### config.mk
export PLATFORM = sky130hd
export DESIGN_NAME = uart_word_tx
export DESIGN_NICKNAME = d
export VERILOG_FILES = /design/src/rtl/uart_word_tx.sv
export SDC_FILE = /design/constraint.sdc
export NUM_CORES = 1
export LEC_CHECK = 0
export ABC_AREA = 0
export BUFFER_PORTS_ARGS = -buffer_cell sky130_fd_sc_hd__buf_4
export CAP_MARGIN = 20
export CORE_MARGIN = 1
export CORE_UTILIZATION = 28
export CTS_BUF_LIST = sky130_fd_sc_hd__clkbuf_4 sky130_fd_sc_hd__clkbuf_8
export DETAILED_ROUTE_END_ITERATION = 7
export PLACE_DENSITY = 0.55
export SYNTH_ARGS = -nofsm -noshare
export SYNTH_HDL_FRONTEND = slang
export SYNTH_SLANG_ARGS = --single-unit
### constraint.sdc
create_clock -name clk -period 6.2 [get_ports clk]
set_input_delay 0.31 -clock clk [delete_from_list [all_inputs] [get_ports clk]]
set_output_delay 0.31 -clock clk [all_outputs]
set_load 0.005 [all_outputs]
### src/rtl/uart_word_tx.sv
// Serialises one W_IN-bit result word as a run of back-to-back UART frames, least-significant byte first.
// Optional even-parity bit per frame when UART_WORD_TX_PARITY_EN is defined.
module uart_word_tx #(
    parameter int unsigned CLOCKS_PER_PULSE = 200_000_000 / 9600,
    parameter int unsigned BITS_PER_WORD    = 8,
    parameter int unsigned STOP_BITS        = 4,
    parameter int unsigned W_IN             = 256
) (
    input  logic            clk,
    input  logic            rst,
    input  logic            s_valid,
    output logic            s_ready,
    input  logic [W_IN-1:0] s_data,
    output logic            tx,
    output logic            busy
);

`ifdef UART_WORD_TX_PARITY_EN
    localparam int unsigned PARITY_BITS = 1;
`else
    localparam int unsigned PARITY_BITS = 0;
`endif

    localparam int unsigned NUM_WORDS   = W_IN / BITS_PER_WORD;
    localparam int unsigned PACKET_SIZE = 1 + BITS_PER_WORD + STOP_BITS + PARITY_BITS;
    localparam int unsigned CLK_W       = (CLOCKS_PER_PULSE > 1) ? $clog2(CLOCKS_PER_PULSE) : 1;
    localparam int unsigned BIT_W       = $clog2(PACKET_SIZE);
    localparam int unsigned BYTE_W      = (NUM_WORDS > 1) ? $clog2(NUM_WORDS) : 1;

    if (W_IN == 0 || (W_IN % BITS_PER_WORD) != 0) begin : g_bad_w_in
        $error("uart_word_tx: W_IN must be a non-zero multiple of BITS_PER_WORD");
    end

    typedef enum logic {
        IDLE,
        SEND
    } state_t;

    state_t                     state_q, state_d;
    logic [CLK_W-1:0]           clk_cnt_q, clk_cnt_d;
    logic [BIT_W-1:0]           bit_cnt_q, bit_cnt_d;
    logic [BYTE_W-1:0]          byte_cnt_q, byte_cnt_d;
    logic [W_IN-1:0]            shreg_q, shreg_d;
    logic                       tx_d;
    logic                       s_ready_d;
    logic                       busy_d;

    // Line level for frame position idx: start, data LSB first, optional parity, then stop ones.
    function automatic logic frame_bit(input logic [BIT_W-1:0] idx,
                                       input logic [BITS_PER_WORD-1:0] data);
        logic b;
        b = 1'b1;
        if (idx == '0) begin
            b = 1'b0;
        end
        for (int i = 0; i < int'(BITS_PER_WORD); i++) begin
            if (int'(idx) == i + 1) begin
                b = data[i];
            end
        end
`ifdef UART_WORD_TX_PARITY_EN
        if (int'(idx) == int'(BITS_PER_WORD) + 1) begin
            b = ^data;
        end
`endif
        return b;
    endfunction

    // State and registered outputs.
    always_ff @(posedge clk) begin
        if (rst) begin
            state_q    <= IDLE;
            clk_cnt_q  <= '0;
            bit_cnt_q  <= '0;
            byte_cnt_q <= '0;
            shreg_q    <= '0;
            tx         <= 1'b1;
            s_ready    <= 1'b1;
            busy       <= 1'b0;
        end else begin
            state_q    <= state_d;
            clk_cnt_q  <= clk_cnt_d;
            bit_cnt_q  <= bit_cnt_d;
            byte_cnt_q <= byte_cnt_d;
            shreg_q    <= shreg_d;
            tx         <= tx_d;
            s_ready    <= s_ready_d;
            busy       <= busy_d;
        end
    end

    // Next state; tx_d is the level for the cycle after this edge.
    always_comb begin
        state_d    = state_q;
        clk_cnt_d  = clk_cnt_q;
        bit_cnt_d  = bit_cnt_q;
        byte_cnt_d = byte_cnt_q;
        shreg_d    = shreg_q;
        tx_d       = tx;
        s_ready_d  = s_ready;
        busy_d     = busy;

        case (state_q)
            IDLE: begin
                tx_d       = 1'b1;
                s_ready_d  = 1'b1;
                busy_d     = 1'b0;
                clk_cnt_d  = '0;
                bit_cnt_d  = '0;
                byte_cnt_d = '0;
                if (s_valid && s_ready) begin
                    shreg_d   = s_data;
                    state_d   = SEND;
                    s_ready_d = 1'b0;
                    busy_d    = 1'b1;
                    tx_d      = 1'b0;
                end
            end
            SEND: begin
                if (clk_cnt_q != CLK_W'(CLOCKS_PER_PULSE - 1)) begin
                    clk_cnt_d = clk_cnt_q + CLK_W'(1);
                end else begin
                    clk_cnt_d = '0;
                    if (bit_cnt_q != BIT_W'(PACKET_SIZE - 1)) begin
                        bit_cnt_d = bit_cnt_q + BIT_W'(1);
                        tx_d      = frame_bit(bit_cnt_q + BIT_W'(1), shreg_q[BITS_PER_WORD-1:0]);
                    end else if (byte_cnt_q != BYTE_W'(NUM_WORDS - 1)) begin
                        // Next byte starts immediately: no idle gap between frames.
                        bit_cnt_d  = '0;
                        byte_cnt_d = byte_cnt_q + BYTE_W'(1);
                        shreg_d    = shreg_q >> BITS_PER_WORD;
                        tx_d       = 1'b0;
                    end else begin
                        state_d    = IDLE;
                        bit_cnt_d  = '0;
                        byte_cnt_d = '0;
                        tx_d       = 1'b1;
                        s_ready_d  = 1'b1;
                        busy_d     = 1'b0;
                    end
                end
            end
            default: begin
                state_d = IDLE;
            end
        endcase
    end

endmodule

# Word-level counts from Yosys, hierarchy flattened
# Index checks and enable logic that the tools add are counted.
[word_totals]
regBits = 284
latchBits = 0
ram_bits = 0
romBits = 0
out_inout_bits = 3
memories = 0
[op_classes]
addsub = 3
n_mul = 0
div_mod_pow = 0
n_lt_le_gt_ge = 0
eq_ne = 16
shifts = 0
n_mux = 41
bitwise_logic = 1
n_reduce_logical = 5
[op_table]
columns = ["operator", "n"]
rows = [
  ["$mux 256", 4],
  ["$pmux 256 s2", 1],
  ["$pmux 15 s2", 1],
  ["$mux 1", 23],
  ["$eq 4x4->1 const B", 5],
  ["$add 15x1->15 const B", 1],
  ["$mux 15", 1],
  ["$mux 5", 3],
  ["$ne 15x15->1 const B", 1],
  ["$pmux 5 s2", 1],
  ["$eq 4x3->1 const B", 2],
  ["$mux 4", 2],
  ["$ne 2x2->1 const B", 4],
  ["$pmux 1 s2", 4],
  ["$pmux 4 s2", 1],
  ["$add 5x1->5 const B", 1],
  ["$ne 5x5->1 const B", 1],
  ["$add 4x1->4 const B", 1],
  ["$eq 4x2->1 const B", 1],
  ["$logic_not 4->1", 1],
  ["$ne 4x4->1 const B", 1],
  ["$reduce_and 4->1", 1],
  ["$reduce_and 3->1", 1],
  ["$ne 2x1->1 const B", 1],
  ["3 further kinds", 3],
]

# Logic depth before layout (Yosys ltp)
# Gate-level depths: netlist of the first run.
[logic_depth]
word_depth = 14
mapped_depth = 9

# Least setup slack after synthesis of the first run
# Ideal clock, no wire load.
[synth_timing]
kind = "register -> register"
startpoint = "reg byte_cnt_q[0]"
endpoint = "reg shreg_q[156]"
setup_ps = 81
arrival_time_ps = 1941
t_required_ps = 6119
slack_ps = 4178
path_stages_with_launch = 9
cell_sequence = "dfxtp_1 -> ha_1 -> and3_1 -> ha_1 -> o21ai_1 -> clkbuf_1 -> clkbuf_1 -> a21oi_1 -> a211oi_2"
[synth_via]
elab_chain_len = 3
[synth_lines]
columns = ["item", "line_no", "source"]
rows = [
  ["from (decl)", "42", "logic [BYTE_W-1:0] byte_cnt_q, byte_cnt_d;"],
  ["from (signal assigned)", "84", "byte_cnt_q <= byte_cnt_d;"],
  ["$ne 5x5->1", "127", "end else if (byte_cnt_q != BYTE_W'(NUM_WORDS - 1)) begin"],
  ["$ne 2x1->1 (no source line)", "-", ""],
  ["$reduce_and 4->1 (no source line)", "-", ""],
  ["to (signal assigned)", "85", "shreg_q <= shreg_d;"],
  ["to (decl)", "43", "logic [W_IN-1:0] shreg_q, shreg_d;"],
]
# No other way between the ends.
# A chain may end at the register's enable or synchronous reset.

# Worst setup path in the final report of the first run
[layout_timing]
startpoint = "reg clk_cnt_q[0]"
endpoint = "reg shreg_q[119]"
[layout_via]
elab_chain_len = 3
[layout_lines]
columns = ["item", "line_no", "source"]
rows = [
  ["from (decl)", "40", "logic [CLK_W-1:0] clk_cnt_q, clk_cnt_d;"],
  ["from (signal assigned)", "82", "clk_cnt_q <= clk_cnt_d;"],
  ["$ne 15x15->1", "120", "if (clk_cnt_q != CLK_W'(CLOCKS_PER_PULSE - 1)) begin"],
  ["$ne 2x2->1 (no source line)", "-", ""],
  ["$reduce_and 4->1 (no source line)", "-", ""],
]
# No other way between the ends.

==> results of run 1 <==
worst max-delay path: cells and delay by family (launching register included):
kind | cells | cell delay, ns
AOI/OAI and AO/OA | 3 | 0.72
adders and majority gates | 1 | 0.14
DFF | 1 | 0.34
buffers and inverters | 3 | 1.41
and+or+nand+nor | 2 | 0.65
synth_stat cells, drive strengths merged, types with 3 or more instances:
master and instances:
nor3 3, nand2 17, ha 9, a21oi 273
and3 5, buf 64, clkbuf 81, inv 12
xnor2 9, dfxtp 284, mux2i 249, nand4 3
xor2 4, or3 5, a211oi 248, nor4b 3
o21ai 18, nand3 11, nor2 22
registers in the layout (all words and copies together) (netlist names):
| name | flops |
|---|---|
| shreg_q | 256 |
| clk_cnt_q | 15 |
| byte_cnt_q | 5 |
| bit_cnt_q | 4 |
| busy | 1 |
| s_ready | 1 |
| state_q | 1 |
| tx | 1 |
through the flow:
| step | utilization, % | cell area [um^2] |
|---|---|---|
| 2_1_floorplan | - | 13200 |
| 3_3_place_gp | 33.0 | 15400 |
| 3_5_place_dp | 33.0 | 15400 |
| 4_1_cts | 38.7 | 18000 |
| 5_1_grt | 38.7 | 18000 |
| 6_report | 38.7 | 18000 |
cell families (layout without fill, tap and decap cells):
logic type / after synthesis / in the layout / share of synthesized area, %
compound gates: 550 / 550 / 27.3
flops: 284 / 284 / 42.9
mux: 249 / 249 / 18.8
buf+inv: 157 / 524 / 6.19
simple gates: 79 / 79 / 3.09
xor+xnor: 13 / 13 / 0.860
fa+ha+maj: 9 / 9 / 0.850
other cells: 0 / 4 / 0
routing by layer:
metal	track usage [%]	part of all wire [%]	vias to the layer above
met4	5.86	2.2	0
li1	-	-	5737
met1	21.2	46	5548
met5	0	0	-
met2	25.4	46	276
met3	4.02	5.8	69
worst paths after layout:
path                 startpoint             to  slack, ns  cells past startpoint
hold reg to reg   byte_cnt_q[4]  byte_cnt_q[4]       0.46                      2
setup / recovery   clk_cnt_q[0]   shreg_q[119]       2.70                      9
setup reg to reg   clk_cnt_q[0]   shreg_q[119]       2.70                      9
hold / removal      s_data[106]   shreg_q[106]       0.06                      3
where the power goes:
group / switching, mW / internal, mW / total (mW)
Combinational: 0.749 / 0.636 / 1.38
Clock: 0.862 / 1.21 / 2.08
Sequential: 0.176 / 2.12 / 2.29
final cells by class:
| cell class | count | area share, % |
|---|---|---|
| multi-input cells | 900 | 37.5 |
| flip-flops and latches | 284 | 31.5 |
| repair buffers | 415 | 19.6 |
| clock buffers | 81 | 5.83 |
| well taps | 607 | 4.21 |
| clock inverters | 16 | 0.978 |
| inverters | 12 | 0.250 |
| diodes | 4 | 0.0555 |
==> metrics.cfg, run 1 <==
[power]
power.leakage_nw = 6.81
irDropWorstVdd_mv = 0.156
p_total_mw = 5.75
cellPowerDensity_mw_per_mm2 = 319

[cts]
holdBufCountCts = 142
clk_latency_ns = 0.64
path_clk_slew_ns = 0.06
cts_root_buffer = clkbuf_8
cts_tree = done
post_cts_buffers = 0
cts_buffers = 53
cts_sinks = 284
cts.repair.resized = 0
clock_path_buffers = 3
htree_levels = 2

[critical_path]
worstSetupPathType = flip-flop to flip-flop
end_kind = flip-flop
worstPathRequired_ns = 6.73
worstPathArrival_ns = 4.03
worstPathMaxFanout = 74
crit_top_cell = buf_4
cpMaxStageDelayCell = buf_4
cp_cell_sequence = inv_1 > ha_1 > and4b_1 > nand4_1 > o21ai_4 > buf_4 > buf_4 > a21oi_1 > a211oi_1
slowest_delay_ns = 0.68
worst_setup_path_start_kind = flip-flop

[final_layout]
nFillCells = 4633
final_common_cell = dfxtp_1
layoutNonFillerInstCount = 2319
final-seq-area_mm2 = 0.00569
nNetsFinal = 1934
multi_input_area_mm2 = 0.00676
synthToLayoutAreaGrowth_pct = 36.2
drive_gt1_share_pct = 24.5
final_cell_mix = dfxtp_1 (283), a21oi_1 (273), buf_4 (267)

[global_routing]
grt.overflow.total = 0
antenna_found_initial = 3
grt_start_max_net_pins = 174
track_usage_pct = 16.1
grt_pass1_vias = 11531
grt_pass1_wl_mm = 62.8

[synthesis]
yosys_warnings = 0
synth_area_leaders = dfxtp_1 (43%), mux2i_1 (19%), a211oi_1 (12%)
yosysTopAreaCell = dfxtp_1
yosysTopAreaCellShare_pct = 42.9
synth_seq_area_share_pct = 42.9
avgSynthCellArea_um2 = 9.88
synthFlopType = dfxtp_1
syn_inst = 1341
ys_ff_latch = 284
netlist_area_mm2 = 0.0132
async_reset_ff_share_pct = 0
synth_cell_types = 43
synth_edf_count = 0
syn_nets = 1609

[floorplanning]
core_area_mm2 = 0.0466
ios = 262
dieArea_mm2 = 0.0482
fp.dieW_um = 219
initial_core_util_pct = 28.4
die_h_um = 219
rows = 79

[sta]
skew_ns = 0.0346
hold_viol_final = 0
drv_slew = 0
grt_setup_unrepaired = no
period_share_pct = 56.5
tightest_slew_ns = 1.09
hold_ws_ns = 0.0554
fin_crit_ns = 3.50
fin_tns_setup_ns = 0
setup_ws_ns = 2.70
setup_viol = 0
fmax_mhz = 285
max_slew_margin_pct = 27.4

[outcome]
outcome = complete, no violations

[placed_design]
dp_worst_setup_slack_ns = 2.75
post-dp-hpwl_mm = 23.4
placedCellCount = 2076
place_congestion = 0.754
port_buffers = 261

[route]
firstDrtPassIters = 5
drt-initial-drc-count = 687
drc = 0
drt.antenna.violating_nets = 0
avgViaCountPerCell = 5.02
drt_wl_total_mm = 40.1
via_count = 11630
wire_per_inst_um = 17.3

[min_path]
hp-class = input port to flip-flop

[job]
drv_cap = 0

(Power assumes the default switching activity.)
==> inputs of run 2 (changes only) <==
--- a/config.mk
+++ b/config.mk
@@ -12,7 +12,7 @@
 export CORE_UTILIZATION = 28
 export CTS_BUF_LIST = sky130_fd_sc_hd__clkbuf_4 sky130_fd_sc_hd__clkbuf_8
 export DETAILED_ROUTE_END_ITERATION = 7
-export PLACE_DENSITY = 0.55
+export PLACE_DENSITY = 0.57
 export SYNTH_ARGS = -nofsm -noshare
 export SYNTH_HDL_FRONTEND = slang
 export SYNTH_SLANG_ARGS = --single-unit
==> constraint.sdc (replaced) <==
create_clock -name clk -period 3.2 [get_ports clk]
set_input_delay 0.16 -clock clk [delete_from_list [all_inputs] [get_ports clk]]
set_output_delay 0.16 -clock clk [all_outputs]
set_load 0.005 [all_outputs]
==> run 2 against run 1 <==
  * Register-to-register slack got worse by 2.4 ns
  * Global-route usage increased by 0.68 points
  * Fmax increased by 19%
  * Clock power increased by 86%
  * Design area increased by 9.8%
  * Via count increased by 6.6%
  * Routed wire length increased by 4.8%
  * Utilization increased by 3.8 points
  * Cell count increased by 7.5%
  * Largest cell class unchanged
  * Highest routed layer unchanged
==> metrics.cfg, run 2 (same netlist as run 1, synthesis figures left out) <==
[final_layout]
drive_gt1_share_pct = 22.4  ; was 24.5%
final_common_cell = dlygate4sd3_1  ; was dfxtp_1
nNetsFinal = 2106  ; was 1934
reg_top3 = shreg_q x256, clk_cnt_q x15, byte_cnt_q x5  ; unchanged
nFillCells = 4380  ; was 4633
synthToLayoutAreaGrowth_pct = 49.5  ; was 36.2%
layoutNonFillerInstCount = 2494  ; was 2319
final_cell_mix = dlygate4sd3_1 (311), dfxtp_1 (283), a21oi_1 (273)  ; was dfxtp_1 (283), a21oi_1 (273), buf_4 (267)
top_register = shreg_q  ; unchanged
largest_register_ffs = 256  ; unchanged

[cts]
clock_path_buffers = 3  ; unchanged
cts_buffers = 52  ; was 53
cts_root_buffer = clkbuf_8  ; unchanged
cts_tree = done  ; unchanged
clk_latency_ns = 0.63  ; was 0.64 ns
post_cts_buffers = 0  ; unchanged
cts_sinks = 284  ; unchanged
htree_levels = 2  ; unchanged
path_clk_slew_ns = 0.06  ; about the same

[route]
via_count = 12398  ; was 11630
firstDrtPassIters = 7  ; was 5
drc = 0  ; unchanged
drt.antenna.violating_nets = 0  ; unchanged
avgViaCountPerCell = 4.97  ; was 5.02
drt-initial-drc-count = 768  ; was 687
wire_per_inst_um = 16.8  ; was 17.3 um
drt_wl_total_mm = 42.0  ; was 40.1 mm

[floorplanning]
core_area_mm2 = 0.0466  ; unchanged
rows = 79  ; unchanged
die_h_um = 219  ; unchanged
ios = 262  ; unchanged
fp.dieW_um = 219  ; unchanged
initial_core_util_pct = 28.4  ; unchanged
dieArea_mm2 = 0.0482  ; unchanged

[placed_design]
placedCellCount = 2080  ; was 2076
port_buffers = 261  ; unchanged
dp_worst_setup_slack_ns = 0.691  ; was 2.75 ns
place_congestion = 0.763  ; was 0.754
post-dp-hpwl_mm = 23.5  ; was 23.4 mm

[power]
p_total_mw = 11.3  ; was 5.75 mW
irDropWorstVdd_mv = 0.349  ; was 0.156 mV
power.leakage_nw = 7.64  ; was 6.81 nW
cellPowerDensity_mw_per_mm2 = 572  ; was 319 mW/mm^2

[global_routing]
track_usage_pct = 16.8  ; was 16.1%
grt_pass1_wl_mm = 65.5  ; was 62.8 mm
grt_start_max_net_pins = 151  ; was 174
antenna_found_initial = 7  ; was 3
grt.overflow.total = 0  ; unchanged
grt_pass1_vias = 12361  ; was 11531

[critical_path]
timing.rr.start = clk_cnt_q[0]  ; unchanged
worstSetupPathType = flip-flop to flip-flop  ; unchanged
ff2ff_path_depth = 10  ; was 9
worstPathMaxFanout = 150  ; was 74
worstPathArrival_ns = 3.51  ; was 4.03 ns
r2r_setup_slack_ns = 0.26  ; was 2.70 ns
end_kind = flip-flop  ; unchanged
r2r-end = shreg_q[23]  ; was shreg_q[119]
worst_setup_path_start_kind = flip-flop  ; unchanged
worstPathRequired_ns = 3.77  ; was 6.73 ns

[sta]
setup_ws_ns = 0.265  ; was 2.70 ns
drv_slew = 0  ; unchanged
setup_viol = 0  ; unchanged
hold_viol_final = 0  ; unchanged
grt_setup_unrepaired = no  ; unchanged
period_share_pct = 91.7  ; was 56.5%
max_slew_margin_pct = 29.0  ; was 27.4%
tightest_slew_ns = 1.07  ; was 1.09 ns
skew_ns = 0.0321  ; was 0.0346 ns
fmax_mhz = 341  ; was 285 MHz
fin_tns_setup_ns = 0  ; unchanged
fin_crit_ns = 2.94  ; was 3.50 ns

[min_path]
hold_path_end = shreg_q[231]  ; was shreg_q[106]
min_from = s_data[231]  ; was s_data[106]
min_delay_path_depth = 3  ; unchanged
hp-class = input port to flip-flop  ; unchanged

[outcome]
outcome = complete, no violations  ; unchanged

[job]
drv_cap = 0  ; unchanged

## run 2: final cells by class
class                           count  area, um^2  share of cell area [%]
Sequential cell                   284        5690                    28.7
Multi-Input combinational cell    900        6760                    34.2
Clock buffer                       82        1070                    5.38
Inverter                           12        45.0                   0.228
Timing Repair Buffer              588        5340                    27.0
Tap cell                          607         759                    3.84
Clock inverter                     12         109                   0.550
Antenna cell                        9        22.5                   0.114
## run 2: timing repair
action                     in CTS  in global routing
hold buffers                  311                  0
resized for setup               0                  3
hold endpoints to repair      257                  0
setup endpoints to repair       0                  7
## run 2: worst max-delay path, stage by stage (launching register included)
cell	delay, ns
dfxtp_1	0.35
inv_1	0.07
ha_1	0.14
and4b_1	0.19
nand4_1	0.15
buf_4	0.23
o21ai_4	0.19
buf_12	0.41
a21oi_1	0.14
a211oi_1	0.24
dlygate4sd3_1	0.58
## run 2: power by group
part           internal (mW)  switching, mW  total (mW)
Combinational           1.49           1.55        3.04
Clock                   2.21           1.66        3.87
Sequential              4.10          0.321        4.42
## run 2: worst max-delay path by stage
stage | from | endpoint | slack, ns
3_5_place_dp | bit_cnt_q[0] | shreg_q[131] | 0.69
6_report | clk_cnt_q[0] | shreg_q[23] | 0.26
3_3_place_gp | bit_cnt_q[0] | shreg_q[106] | 0.75
2_1_floorplan | byte_cnt_q[0] | shreg_q[156] | 1.18
5_1_grt | clk_cnt_q[0] | shreg_q[23] | 0.07
4_1_cts | bit_cnt_q[0] | shreg_q[23] | 0.26
## run 2: stage by stage
step | area [um^2] | utilization, % | hold slack (ns)
2_1_floorplan | 13200 | - | 0.296
3_3_place_gp | 15500 | 33.3 | 0.428
3_5_place_dp | 15500 | 33.3 | 0.426
4_1_cts | 19800 | 42.5 | 0.0122
5_1_grt | 19800 | 42.5 | 0.0219
6_report | 19800 | 42.5 | 0.0568
## run 2: layer usage
layer  vias up  GRT usage, %  part of all wire [%]
li1       6096             -                     -
met1      5880          21.8                    46
met2       342          27.2                    46
met3        80          4.09                   5.6
met4         0          5.56                   2.4
met5         -             0                     0
